--- config.mk ---
export PLATFORM = sky130hd
export DESIGN_NAME = serial_frame_tx
export DESIGN_NICKNAME = d
export VERILOG_FILES = /design/src/rtl/serial_frame_tx.sv
export SDC_FILE = /design/constraint.sdc
export NUM_CORES = 1
export LEC_CHECK = 0
export BUFFER_PORTS_ARGS = -buffer_cell sky130_fd_sc_hd__buf_4
export CORE_MARGIN = 3
export CORE_UTILIZATION = 35
export CTS_CLUSTER_DIAMETER = 80
export DETAILED_ROUTE_END_ITERATION = 8
export REMOVE_ABC_BUFFERS = 1
export SLEW_MARGIN = 20
export SYNTH_ARGS = -nofsm -noshare
export SYNTH_HDL_FRONTEND = slang
export SYNTH_SLANG_ARGS = --single-unit
--- constraint.sdc ---
create_clock -name clk -period 4.2 [get_ports clk]
set_clock_uncertainty 0.15 [all_clocks]
set_input_delay 1.05 -clock clk [delete_from_list [all_inputs] [get_ports clk]]
set_output_delay 1.05 -clock clk [all_outputs]
set_load 0.05 [all_outputs]
--- src/rtl/serial_frame_tx.sv ---
// Serial frame transmitter: flag 0111110, then a bit-stuffed MSB-first payload on sout.
// Define SERIAL_FRAME_TX_PARITY_EN to append an even-parity bit after the data bits.
module serial_frame_tx #(
    parameter int DATA_W       = 8,
    parameter int CLKS_PER_BIT = 1
) (
    input  logic              clk,
    input  logic              rst,
    input  logic              valid,
    input  logic [DATA_W-1:0] data_in,
    output logic              ready,
    output logic              sout,
    output logic              busy,
    output logic              done
);
    // Handshake: a word is taken on any posedge where valid && ready; ready is high only in IDLE.
    localparam int TW = (CLKS_PER_BIT > 1) ? $clog2(CLKS_PER_BIT) : 1;
    localparam int CW = ($clog2(DATA_W + 1) > 3) ? $clog2(DATA_W + 1) : 3;
    localparam logic [6:0]    FLAG_PAT = 7'b0111110;
    localparam logic [TW-1:0] T_LAST   = TW'(CLKS_PER_BIT - 1);

    typedef enum logic [2:0] {
        S_IDLE   = 3'd0,
        S_FLAG   = 3'd1,
        S_DATA   = 3'd2,
`ifdef SERIAL_FRAME_TX_PARITY_EN
        S_PARITY = 3'd4,
`endif
        S_STUFF  = 3'd3
    } state_t;

    state_t            state;
    logic [DATA_W-1:0] shreg;
    logic [CW-1:0]     cnt;
    logic [TW-1:0]     timer;
    logic [2:0]        ones;
`ifdef SERIAL_FRAME_TX_PARITY_EN
    logic              par_bit;
    logic              par_done;
`endif

    logic       tick;
    logic       data_left;
    logic [2:0] ones_next;

    assign tick      = (timer == T_LAST);
    assign data_left = (cnt < CW'(DATA_W));
    // sout is the bit currently on the line, so it decides the run length after this slot.
    assign ones_next = sout ? (ones + 3'd1) : 3'd0;

    always_ff @(posedge clk or posedge rst) begin
        if (rst) begin
            state    <= S_IDLE;
            shreg    <= '0;
            cnt      <= '0;
            timer    <= '0;
            ones     <= '0;
            sout     <= 1'b0;
            busy     <= 1'b0;
            ready    <= 1'b1;
            done     <= 1'b0;
`ifdef SERIAL_FRAME_TX_PARITY_EN
            par_bit  <= 1'b0;
            par_done <= 1'b0;
`endif
        end else begin
            done <= 1'b0;
            if (state != S_IDLE)
                timer <= tick ? '0 : timer + TW'(1);
            case (state)
                S_IDLE: begin
                    sout <= 1'b0;
                    if (valid && ready) begin
                        state    <= S_FLAG;
                        shreg    <= data_in;
                        cnt      <= '0;
                        timer    <= '0;
                        ones     <= '0;
                        sout     <= FLAG_PAT[6];
                        busy     <= 1'b1;
                        ready    <= 1'b0;
`ifdef SERIAL_FRAME_TX_PARITY_EN
                        par_bit  <= ^data_in;
                        par_done <= 1'b0;
`endif
                    end
                end
                S_FLAG: begin
                    if (tick) begin
                        if (cnt == CW'(6)) begin
                            // Flag ends in 0, so the run of ones starts fresh with the payload.
                            state <= S_DATA;
                            sout  <= shreg[DATA_W-1];
                            shreg <= shreg << 1;
                            cnt   <= CW'(1);
                            ones  <= '0;
                        end else begin
                            cnt  <= cnt + CW'(1);
                            sout <= FLAG_PAT[3'd5 - cnt[2:0]];
                        end
                    end
                end
`ifdef SERIAL_FRAME_TX_PARITY_EN
                S_DATA, S_STUFF, S_PARITY: begin
`else
                S_DATA, S_STUFF: begin
`endif
                    if (tick) begin
                        if (ones_next == 3'd4) begin
                            state <= S_STUFF;
                            sout  <= 1'b0;
                            ones  <= '0;
                        end else begin
                            ones <= ones_next;
                            if (data_left) begin
                                state <= S_DATA;
                                sout  <= shreg[DATA_W-1];
                                shreg <= shreg << 1;
                                cnt   <= cnt + CW'(1);
                            end
`ifdef SERIAL_FRAME_TX_PARITY_EN
                            else if (!par_done) begin
                                state    <= S_PARITY;
                                sout     <= par_bit;
                                par_done <= 1'b1;
                            end
`endif
                            else begin
                                state <= S_IDLE;
                                sout  <= 1'b0;
                                busy  <= 1'b0;
                                ready <= 1'b1;
                                done  <= 1'b1;
                            end
                        end
                    end
                end
                default: begin
                    state <= S_IDLE;
                    timer <= '0;
                    cnt   <= '0;
                    ones  <= '0;
                    sout  <= 1'b0;
                    busy  <= 1'b0;
                    ready <= 1'b1;
                end
            endcase
        end
    end
endmodule
# ---- After elaboration in Yosys (flattened, before gate mapping)
# Memories as Yosys holds them, arrays and structs flattened.
# Index checks and enable logic that the tools add are counted.
# W data, S select, Z words.
dict set report word_totals {
  reg_bits 23
  rom_bits 8
  input_bits 11
  out_inout_bits 4
  wordCells 93
  memories 1
}
dict set report op_classes {
  addsub 4
  order_cmp 2
  n_eq_ne 12
  mux 53
  n_bitwise 1
  reduce_logical 11
}
# memory depth word_bits rd rd_ports_with_merged_regs write_ports line
set mem_list {}
lappend mem_list {{(name not given)} 8 1 1 0 0 99} ;# sout <= FLAG_PAT[3'd5 - cnt[2:0]];
# operator count
set ops {}
lappend ops {{$mux W8} 6}
lappend ops {{$mux W3} 10}
lappend ops {{$mux W4} 6}
lappend ops {{$pmux W8 S3} 1}
lappend ops {{$mux W1} 21}
lappend ops {{$pmux W3 S3} 2}
lappend ops {{$ne A2 B2 Y1 const B} 7}
lappend ops {{$pmux W4 S3} 1}
lappend ops {{$reduce_and A5 Y1} 2}
lappend ops {{$reduce_and A7 Y1} 1}
lappend ops {{$eq A3 B2 Y1 const B} 2}
lappend ops {{$pmux W1 S3} 2}
lappend ops {{$reduce_bool A3 Y1} 2}
lappend ops {{$add A4 B1 Y4 const B} 1}
lappend ops {{$eq A4 B3 Y1 const B} 1}
lappend ops {{$lt A3 B4 Y1 const B} 1}
lappend ops {{$lt A4 B4 Y1 const B} 1}
lappend ops {{$mux W2} 2}
lappend ops {{$pmux W1 S2} 2}
lappend ops {{$reduce_and A4 Y1} 1}
lappend ops {{$add A3 B1 Y3 const B} 1}
lappend ops {{$eq A3 B1 Y1 const B} 1}
lappend ops {{$eq A3 B3 Y1 const B} 1}
lappend ops {{$logic_not A3 Y1} 1}
lappend ops {{other kinds (7)} 7}

# ---- Logic depth before layout (Yosys ltp)
dict set report depth {
  ltp_word 6
  mapped_depth 6
}

# ---- Worst setup path after synthesis
# Ideal clock, no wire load.
dict set report synth_timing {
  kind {input -> register}
  from {input valid}
  to {register cnt[1]}
  arrival_ps 1863
  t_required_ps 3922
  slack_ps 2059
  path_stages 3
  cell_sequence {nand4bb_4 -> a221o_1 -> mux2_1}
}
dict set report synth_via {
  elab_chain_cells 3
}
# element line
set synth_rtl {}
lappend synth_rtl {{from (decl)} 9} ;# input logic valid,
lappend synth_rtl {{$logic_and A1 B1 Y1} 73} ;# if (valid && ready) begin
lappend synth_rtl {{$ne A2 B2 Y1 (no source line)} --}
lappend synth_rtl {{$reduce_and A5 Y1 (no source line)} --}
lappend synth_rtl {{to (signal assigned)} 98} ;# cnt <= cnt + CW'(1);
lappend synth_rtl {{to (signal assigned)} 119} ;# cnt <= cnt + CW'(1);
lappend synth_rtl {{to (decl)} 34} ;# logic [CW-1:0] cnt;
# Every way passes these cells.
# A chain may end at the register's enable or synchronous reset.

# ---- Worst setup path in the final report
dict set report layout_timing {
  from {register ready}
  to {output ready}
}
# element line
set layout_lines {}
lappend layout_lines {{from (decl)} 11} ;# output logic ready,
lappend layout_lines {{from (signal assigned)} 60} ;# ready <= 1'b1;
lappend layout_lines {{from (signal assigned)} 81} ;# ready <= 1'b0;
lappend layout_lines {{from (signal assigned)} 132} ;# ready <= 1'b1;
# No word-level cell between the ends.

==> key figures <==
Floorplan
  • Die Area: 4330 µm²
  • Die H: roughly 66 µm
  • Number of I/O pins: 15
  • Die Wd: 65.8 µm
  • Core Region: 3390 µm²
  • # rows: 21
  • Effective utilization at floorplan: 37.0%

Yosys
  • Syn Std Cell Area: about 1300 µm²
  • Syn Area/Cell: approximately 11 µm²
  • Synth warnings: 0
  • Post-synth ARST share: 100%
  • Top FF cell, synth: dfrtp_1
  • Netlist cell types: 37
  • Sequential fraction of the synthesis area: 44.1%
  • Number of synthesized flops with an enable pin: 0
  • Synthesis-stage register bit count: 22
  • Syn Inst Count: 115

STA
  • Slew @ Worst Pin: 851 ps
  • Headroom to the max-slew limit: 43.0%
  • Final hold slack: roughly 360 ps
  • Final setup vio count: 0
  • Total Negative Setup Slacks: 0 ps
  • RSZ-0062 raised after global routing: no
  • Post-route clock period utilization: between 50% and 60%
  • Final hold violation count: 0
  • Highest clock rate: 0.434 GHz
  • Fin crit period: around 2300 ps
  • Max Transition Viols Final: 0

Worst setup path
  • FF-to-FF path depth: 3
  • Crit-path leading delay family: flip-flops
  • CP peak stage delay: 590 ps
  • Crit start category: flip-flop
  • Worst endpoint data arrival time: 1100 ps
  • Bufs and invs on worst path: 1
  • RR Endpoint: shreg[6]
  • Setup crit end kind: output pin
  • Critical path depth: 1
  • CP max stage cell: dfstp_2
  • Critical Path, Cell by Cell: buf_4
  • Worst path required time: 3000 ps
  • R2R Setup Slk: a little under 2000 ps
  • Critical Setup Path Class: flip-flop to output pin
  • CP max FO: 4
  • RR Startpoint: state[1]

Finish
  • # diodes: 0
  • Syn-to-layout area delta: 12.9%
  • Most frequent cells in the layout: 21 x dfrtp_1, 14 x mux2_2, 14 x buf_4
  • Most common cell after layout, fill and taps aside: dfrtp_1
  • # nets final: approximately 150
  • Layout cells sized above 1: 27.9%

Min path
  • Hold depth: 2
  • Hold Crit Start: ones[1]
  • Worst hold path type: flip-flop to flip-flop
  • Worst hold path endpoint: ones[1]

Clock network
  • CTS buffer count: 3
  • TritonCTS Sinks: 22
  • Clk pin slew, worst setup/hold paths: 110 ps
  • CTS H-tree depth: 1
  • PostCTS Resize Cnt: 0
  • Maximum clock insertion buffer count: 2
  • Worst-Skew Late Latency: ~300 ps
  • TritonCTS clock tree: yes
  • Clock root cell: clkbuf_4
  • Post-CTS Setup Inserts: 0
  • CTS Hold Bufs: 0

Run
  • Max-cap violations: 0

Global routing
  • Largest net degree at the start of global routing: 23
  • First-pass GRT wire length: 4.27 mm
  • Initial antenna violation count: 0
  • Number of global-route vias before repair: 965
  • Grt total ovfl: 0
  • GRT Util Overall: 12.6%

Drt
  • DR vias/cell: 5.27
  • WL/cell: roughly 13 µm
  • Initial DRC count: 27
  • Drt first pass iters: 4
  • Routed Antenna Nets: 0
  • DR vias: 922
  • DRC Markers: 0
  • WL final: ~2.3 mm

Pwr
  • LEAKAGE: between 0.6 and 0.7 nW
  • Power per standard cell area: 229 nW/µm²
  • Max VDD drop: 138 µV

Run status
  • Run status: complete, no violations

Placed design
  • Post-DP HPWL: 1.68 mm
  • Port bufs: 14
  • Final GP Congestion: 0.746
layer usage:
layer | global-route usage (%) | wire (µm)
met5 | 0 | 0
met4 | 5.44 | 44
met3 | 2.04 | 83
met2 | 20.8 | 1120
met1 | 16.2 | 1040
kinds of logic (layout without fill, tap and decap cells):
logic type | Yosys count | after routing | synth area share [%]
AND/OR/NAND/NOR | 31 | 31 | 15.5
buffers and inverters | 11 | 25 | 4.30
adder cells (fa/ha/maj) | 5 | 5 | 5.00
multiplexers | 19 | 19 | 16.7
AO/OA/AOI/OAI | 26 | 26 | 13.8
XOR/XNOR | 1 | 1 | 0.699
flip-flops | 22 | 22 | 44.1
synth_stat cells, types with 2 or more instances:
cell type,number,area share [%]
o22ai_1,3,1.5
dfrtp_1,21,42
mux2i_1,4,3.2
ha_1,5,5.0
mux2_2,14,13
nor2b_1,2,1.0
nand2_1,10,3.0
nor2_1,5,1.5
nand3_1,3,1.2
o21ai_0,7,2.8
nor3_1,3,1.2
a21oi_1,5,2.0
inv_1,7,2.1
a31oi_1,2,1.0
o21bai_1,2,1.2
worst max-delay path by stage:
stage,start,end
after global placement,valid,cnt[1]
after detailed placement,valid,cnt[1]
final,ready,ready
after CTS,ready,ready
after global routing,state[1],shreg[6]
after floorplan,valid,cnt[1]
power by group:
part / leakage [nW] / internal, mW / switching [mW]
Combinational: 0.401 / 0.00828 / 0.00678
Sequential: 0.272 / 0.212 / 0
Clock: 0.0150 / 0.0370 / 0.0604
Total: 0.689 / 0.257 / 0.0672
registers in the layout (all words and copies together) (netlist names):
register / flops
done: 1
sout: 1
state: 2
shreg: 8
busy: 1
ready: 1
cnt: 4
timer: 1
ones: 3
layout make-up:
class,count,area [µm²]
flip-flops and latches,22,552
repair buffers,14,105
inverters,7,26.3
well taps,46,57.6
fillers,339,1980
clock buffers,4,26.3
multi-input cells,82,647
through the flow:
stage / power, mW / cell area (µm²) / setup slack, ps / std cells / util [%]
final: 0.324 / 1410 / 1900 / 175 / 41.7
after CTS: 0.331 / 1410 / 1880 / 175 / 41.7
after global routing: 0.344 / 1410 / 1770 / 175 / 41.7
after global placement: 0.231 / 1390 / 1890 / 171 / 40.9
after floorplan: 0.222 / 1220 / 2060 / 111 / -
after detailed placement: 0.231 / 1390 / 1880 / 171 / 40.9
No activity file was read; power rests on OpenSTA's default activity.
